===== config.mk =====
export PLATFORM = sky130hd
export DESIGN_NAME = iomem_ledpwm
export DESIGN_NICKNAME = d
export VERILOG_FILES = /design/src/rtl/iomem_ledpwm_pkg.sv /design/src/rtl/iomem_ledpwm_timebase.sv /design/src/rtl/iomem_ledpwm.sv
export SDC_FILE = /design/constraint.sdc
export NUM_CORES = 1
export LEC_CHECK = 0
export CAP_MARGIN = 10
export CORE_UTILIZATION = 38
export DETAILED_ROUTE_END_ITERATION = 10
export GPL_ROUTABILITY_DRIVEN = 1
export PLACE_DENSITY = 0.66
export SYNTH_ARGS = -nofsm -noshare
export SYNTH_HDL_FRONTEND = slang
export SYNTH_HIERARCHICAL = 1
export SYNTH_SLANG_ARGS = --single-unit

===== constraint.sdc =====
create_clock -name clk -period 2.3 [get_ports clk]
set_input_delay 0.345 -clock clk [delete_from_list [all_inputs] [get_ports clk]]
set_output_delay 0.345 -clock clk [all_outputs]
set_load 0.005 [all_outputs]

===== src/rtl/iomem_ledpwm_pkg.sv =====
`default_nettype none
// ============================================================================
// Module      : iomem_ledpwm_pkg
// Description : Shared register map, CTRL field positions and helpers for
//               the iomem LED PWM controller.
// Revision    : 1.0 - initial release
// ============================================================================
package iomem_ledpwm_pkg;

  // Register offsets, taken from iomem_addr[3:2]
  typedef enum logic [1:0] {
    CTRL    = 2'd0,
    DUTY_LO = 2'd1,
    DUTY_HI = 2'd2,
    STATUS  = 2'd3
  } reg_off_e;

  // CTRL field positions
  localparam int EN_BIT    = 0;
  localparam int PRESC_LSB = 8;
  localparam int PRESC_MSB = 15;

  // Number of PWM channels
  localparam int NUM_CH = 8;

  // Merge a 32-bit write into an existing word, byte by byte under strobe
  function automatic logic [31:0] byte_merge(input logic [31:0] old_v,
                                             input logic [31:0] new_v,
                                             input logic [3:0]  strb);
    logic [31:0] r;
    r = old_v;
    for (int b = 0; b < 4; b++) begin
      if (strb[b]) r[8*b +: 8] = new_v[8*b +: 8];
    end
    return r;
  endfunction

endpackage
`default_nettype wire


===== src/rtl/iomem_ledpwm_timebase.sv =====
`default_nettype none
// ============================================================================
// Module      : pwm_timebase
// Description : Prescaler and 8-bit phase counter for the LED PWM. Emits a
//               tick every PRESC+1 cycles and a wrap strobe on the tick that
//               takes the phase from 255 back to 0.
// Revision    : 1.0 - initial release
// ============================================================================
module pwm_timebase (
  input  logic       clk,
  input  logic       resetn,
  input  logic       en,
  input  logic [7:0] presc,
  input  logic       clr,
  output logic       tick,
  output logic [7:0] phase,
  output logic       wrap
);

  logic [7:0] pre_cnt_q, pre_cnt_d;
  logic [7:0] phase_q, phase_d;

  // Next-state for prescaler and phase; both are parked at 0 while disabled.
  // A prescaler clear only restarts the divider; a tick already due in this
  // cycle still advances the phase.
  always_comb begin
    tick      = en && (pre_cnt_q == presc);
    wrap      = tick && (phase_q == 8'hFF);
    pre_cnt_d = pre_cnt_q;
    phase_d   = phase_q;
    if (!en) begin
      pre_cnt_d = 8'd0;
      phase_d   = 8'd0;
    end else begin
      if (tick) begin
        pre_cnt_d = 8'd0;
        phase_d   = phase_q + 8'd1;
      end else begin
        pre_cnt_d = pre_cnt_q + 8'd1;
      end
      if (clr) pre_cnt_d = 8'd0;
    end
  end

  // Counter registers with synchronous active-low reset
  always_ff @(posedge clk) begin
    if (!resetn) begin
      pre_cnt_q <= 8'd0;
      phase_q   <= 8'd0;
    end else begin
      pre_cnt_q <= pre_cnt_d;
      phase_q   <= phase_d;
    end
  end

  assign phase = phase_q;

endmodule
`default_nettype wire


===== src/rtl/iomem_ledpwm.sv =====
`default_nettype none
// ============================================================================
// Module      : iomem_ledpwm
// Description : Memory-mapped 8-channel LED PWM on the PicoSoC iomem bus.
//               Bus decode, CTRL/shadow/active duty registers and per-channel
//               comparators. Shadow duties move to the active set at the
//               period wrap (or continuously while disabled).
// Revision    : 1.0 - initial release
// ============================================================================
module iomem_ledpwm
  import iomem_ledpwm_pkg::*;
#(
  parameter logic [7:0] ADDR_HI = 8'h04
) (
  input  logic        clk,
  input  logic        resetn,
  input  logic        iomem_valid,
  output logic        iomem_ready,
  input  logic [3:0]  iomem_wstrb,
  input  logic [31:0] iomem_addr,
  input  logic [31:0] iomem_wdata,
  output logic [31:0] iomem_rdata,
  output logic [7:0]  leds
);

  logic                     ready_q;
  logic [31:0]              rdata_q, rdata_d;
  logic                     en_q, en_d;
  logic [7:0]               presc_q, presc_d;
  logic [NUM_CH-1:0][7:0]   shadow_q, shadow_d;
  logic [NUM_CH-1:0][7:0]   active_q, active_d;
  logic [NUM_CH-1:0]        leds_q, leds_d;

  logic                     sel;
  logic                     wr;
  logic                     clr;
  reg_off_e                 off;
  logic [7:0]               phase;
  logic                     wrap;
  logic                     unused_tick;
  logic                     unused_addr;

  // Address bits outside the window select and register offset are don't-care
  assign unused_addr = ^{iomem_addr[23:4], iomem_addr[1:0]};

  // The !ready_q term keeps a held request from being acked twice in a row
  assign sel = iomem_valid && !ready_q && (iomem_addr[31:24] == ADDR_HI);
  assign wr  = sel && (iomem_wstrb != 4'b0000);
  assign off = reg_off_e'(iomem_addr[3:2]);

  // Bus decode: read mux and byte-strobed register writes
  always_comb begin
    rdata_d  = rdata_q;
    en_d     = en_q;
    presc_d  = presc_q;
    shadow_d = shadow_q;
    clr      = 1'b0;
    if (sel) begin
      case (off)
        CTRL:    rdata_d = {16'd0, presc_q, 7'd0, en_q};
        DUTY_LO: rdata_d = shadow_q[3:0];
        DUTY_HI: rdata_d = shadow_q[7:4];
        STATUS:  rdata_d = {23'd0, en_q, phase};
        default: rdata_d = 32'd0;
      endcase
    end
    if (wr) begin
      case (off)
        CTRL: begin
          if (iomem_wstrb[0]) en_d = iomem_wdata[EN_BIT];
          if (iomem_wstrb[1]) begin
            presc_d = iomem_wdata[PRESC_MSB:PRESC_LSB];
            clr     = 1'b1;
          end
        end
        DUTY_LO: shadow_d[3:0] = byte_merge(shadow_q[3:0], iomem_wdata, iomem_wstrb);
        DUTY_HI: shadow_d[7:4] = byte_merge(shadow_q[7:4], iomem_wdata, iomem_wstrb);
        default: ;  // STATUS is read-only: write is acked and dropped
      endcase
    end
  end

  // Active duties track the shadow while disabled and latch it at each wrap.
  // Using shadow_q means a write landing on the wrap cycle waits one period.
  always_comb begin
    active_d = active_q;
    if (!en_q || wrap) active_d = shadow_q;
  end

  // One comparator per channel; output is registered below
  for (genvar i = 0; i < NUM_CH; i++) begin : g_ch
    assign leds_d[i] = en_q && (phase < active_q[i]);
  end

  // Register bank with synchronous active-low reset
  always_ff @(posedge clk) begin
    if (!resetn) begin
      ready_q  <= 1'b0;
      rdata_q  <= 32'd0;
      en_q     <= 1'b0;
      presc_q  <= 8'd0;
      shadow_q <= '0;
      active_q <= '0;
      leds_q   <= '0;
    end else begin
      ready_q  <= sel;
      rdata_q  <= rdata_d;
      en_q     <= en_d;
      presc_q  <= presc_d;
      shadow_q <= shadow_d;
      active_q <= active_d;
      leds_q   <= leds_d;
    end
  end

  pwm_timebase u_timebase (
    .clk    (clk),
    .resetn (resetn),
    .en     (en_q),
    .presc  (presc_q),
    .clr    (clr),
    .tick   (unused_tick),
    .phase  (phase),
    .wrap   (wrap)
  );

  assign iomem_ready = ready_q;
  assign iomem_rdata = rdata_q;
  assign leds        = leds_q;

endmodule
`default_nettype wire


==> results by group <==
Outcome
  – Outcome: complete, no violations

GRT
  – GRT overflow: 0
  – Vias in the first global route: 7735
  – First-pass GRT wire length: 40900 um
  – Initial antenna violation count: 0
  – All-Layer GR Usage: 21.2%
  – Largest net degree at the start of global routing: 54

Detailed routing
  – Routed wl met3: 1230 um
  – Met2 wire len: 11500 um
  – Post-DRT Antenna Nets: 0
  – DR DRC count: 0
  – DRT Wirelength: 25200 um
  – WL met1: 12200 um
  – Routed len/inst: 17.0 um
  – DRT iter0 DRCs: 430
  – Pre-antenna DRT Iters: 5
  – Highest routed layer: met4
  – Vias/cell: 5.36
  – Routed vias: 7926

Power
  – Peak VDD IR: 422 uV
  – Power, Total: 0.00664 W
  – Pleak: 4.16 nW
  – P per Cell Area: 576 nW/um^2

CTS
  – Setup Fix Bufs, Post-CTS: 0
  – Clk Latency, worst-skew pair: 0.45 ns
  – CTS Hold Bufs: 0
  – Root Driver: clkbuf_16
  – Clock sink count: 194
  – Inserted Clock Buffers: 17
  – Clock transition at the registers of the reported paths: 0.08 ns
  – CTS max path bufs: 2
  – CTS tree: done
  – Post-CTS resize count: 0
  – Htree depth: 4

Die
  – Die Area: 24900 um^2
  – Die Y: 158 um
  – Core ar.: 23700 um^2
  – Floorplan die width: 158 um
  – Row cnt: 56
  – Initial Util: 39.0%
  – Num ports: 112

Final layout
  – Final #Nets: 1277
  – Inserted Diodes: 0
  – Fillers: 2344
  – Non-filler cells, final: 1480
  – Post-Route Utilization: 48.7%
  – Layout cells sized above 1: 10.1%
  – Synth-to-layout area growth: 24.7%

Worst setup path
  – CP Data Arrival Time: 2.49 ns
  – Worst Setup End Kind: flop
  – Crit-path max cell delay: 0.35 ns
  – Crit Path Category: flop to flop
  – Worst path required time: 2.67 ns
  – Worst-path cell with the longest stage delay: dfxtp_1
  – Worst path top cell family by delay: simple AND/OR/NAND/NOR gates
  – R2r startpoint: u_timebase/pre_cnt_q[3]
  – Critical path launch point type: flop
  – Critical path buffers and inverters: 1
  – Worst path cell trace: xnor2_1, nand4_1, nor2_1, and4_1, nand2b_2, buf_12, nand2_1, a21oi_1
  – Crit path launch: u_timebase/pre_cnt_q[3]
  – Critical path peak fanout: 34

Placement
  – Number of instances in the placed design: 1448
  – IO buf count: 89
  – Post-DP HPWL: 17900 um
  – Placer Congestion: 0.856

STA
  – Fin crit period: 2.12 ns
  – Worst-Margin Slew: 0.649 ns
  – Worst slew margin: 56.7%
  – Final hold vios: 0
  – Worst clock skew: 0.0130 ns
  – # setup viols final: 0
  – Max Clk Rate: 0.472 GHz
  – Period utilisation layout: 92.1%
  – Worst Hold Margin: 0.326 ns
  – Unrepaired setup endpoints after global routing: false
  – Slew Viols, Final: 0

Logic synthesis
  – Syn Nets: 1175
  – Synth warn: 6
  – Syn Inst Count: 1046
  – Mapped cell area: 9240 um^2
  – Avg Synthesized Cell Area: 8.83 um^2

Flow run
  – Total of max-cap violations: 0

Min path
  – HP Class: input pin to flop
  – Min-delay src: resetn
tightest hold or removal path, stage by stage:
cell     delay [ns]
buf_4          0.22
nand2_1        0.10
mux2i_1        0.05
state kept, by name, indices dropped and copies added (netlist names):
register	flops
en_q	1
presc_q	8
iomem_ready	1
active_q	64
shadow_q	64
leds	8
u_timebase/phase	8
u_timebase/pre_cnt_q	8
iomem_rdata	32
metal layers:
layer / up-vias / GRT usage, %
met1: 3794 / 29.8
met4: 0 / 5.17
met5: - / 0
met3: 23 / 4.22
met2: 185 / 33.3
li1: 3924 / -
worst paths after layout:
kind	end	slack, ns	cells past startpoint
max reg2reg	active_q[0]	0.18	8
max	active_q[0]	0.18	8
min	presc_q[6]	0.33	3
min reg2reg	active_q[12]	0.45	2
metrics by stage:
stage | setup WS [ns] | area (um^2) | TNS (ns)
global route | 0.0285 | 11500 | 0
floorplan | 0.179 | 9240 | 0
finish | 0.182 | 11500 | 0
detailed placement | -0.0223 | 10900 | -0.0866
CTS | 0.200 | 11500 | 0
global placement | 0.0267 | 10900 | 0
cell usage in the layout, fill, tap and decap left out, types with 5 or more instances in the layout:
cell / count
a31oi_1: 18
mux2i_1: 82
nor2_1: 7
nand2_1: 241
ha_1: 58
dfxtp_1: 194
o211ai_1: 8
xnor2_1: 10
nor3b_1: 11
a21oi_1: 73
mux2_2: 7
inv_8: 5
a22oi_1: 23
clkbuf_16: 17
a211o_1: 8
a211oi_1: 16
clkdlybuf4s50_1: 88
and3b_1: 5
nand4_1: 14
a2bb2oi_1: 7
o21ai_0: 34
buf_12: 16
buf_4: 43
nor3_1: 24
a2111oi_0: 16
inv_1: 59
o311ai_0: 16
power breakdown:
part,switching (W),internal [W],total [W]
sequential,0.000000710,0.00336,0.00336
combinational,0.000178,0.000147,0.000325
clock,0.00150,0.00146,0.00296
layout make-up:
cell class	count	area [um^2]	area share [%]
Sequential cell	194	3880	33.7
Clock buffer	17	425	3.69
Tap cell	319	399	3.46
Inverter	60	225	1.95
Clock inverter	15	161	1.40
Multi-Input combinational cell	728	4910	42.6
Timing Repair Buffer	147	1520	13.2
Power figures use the tool's default switching activity.
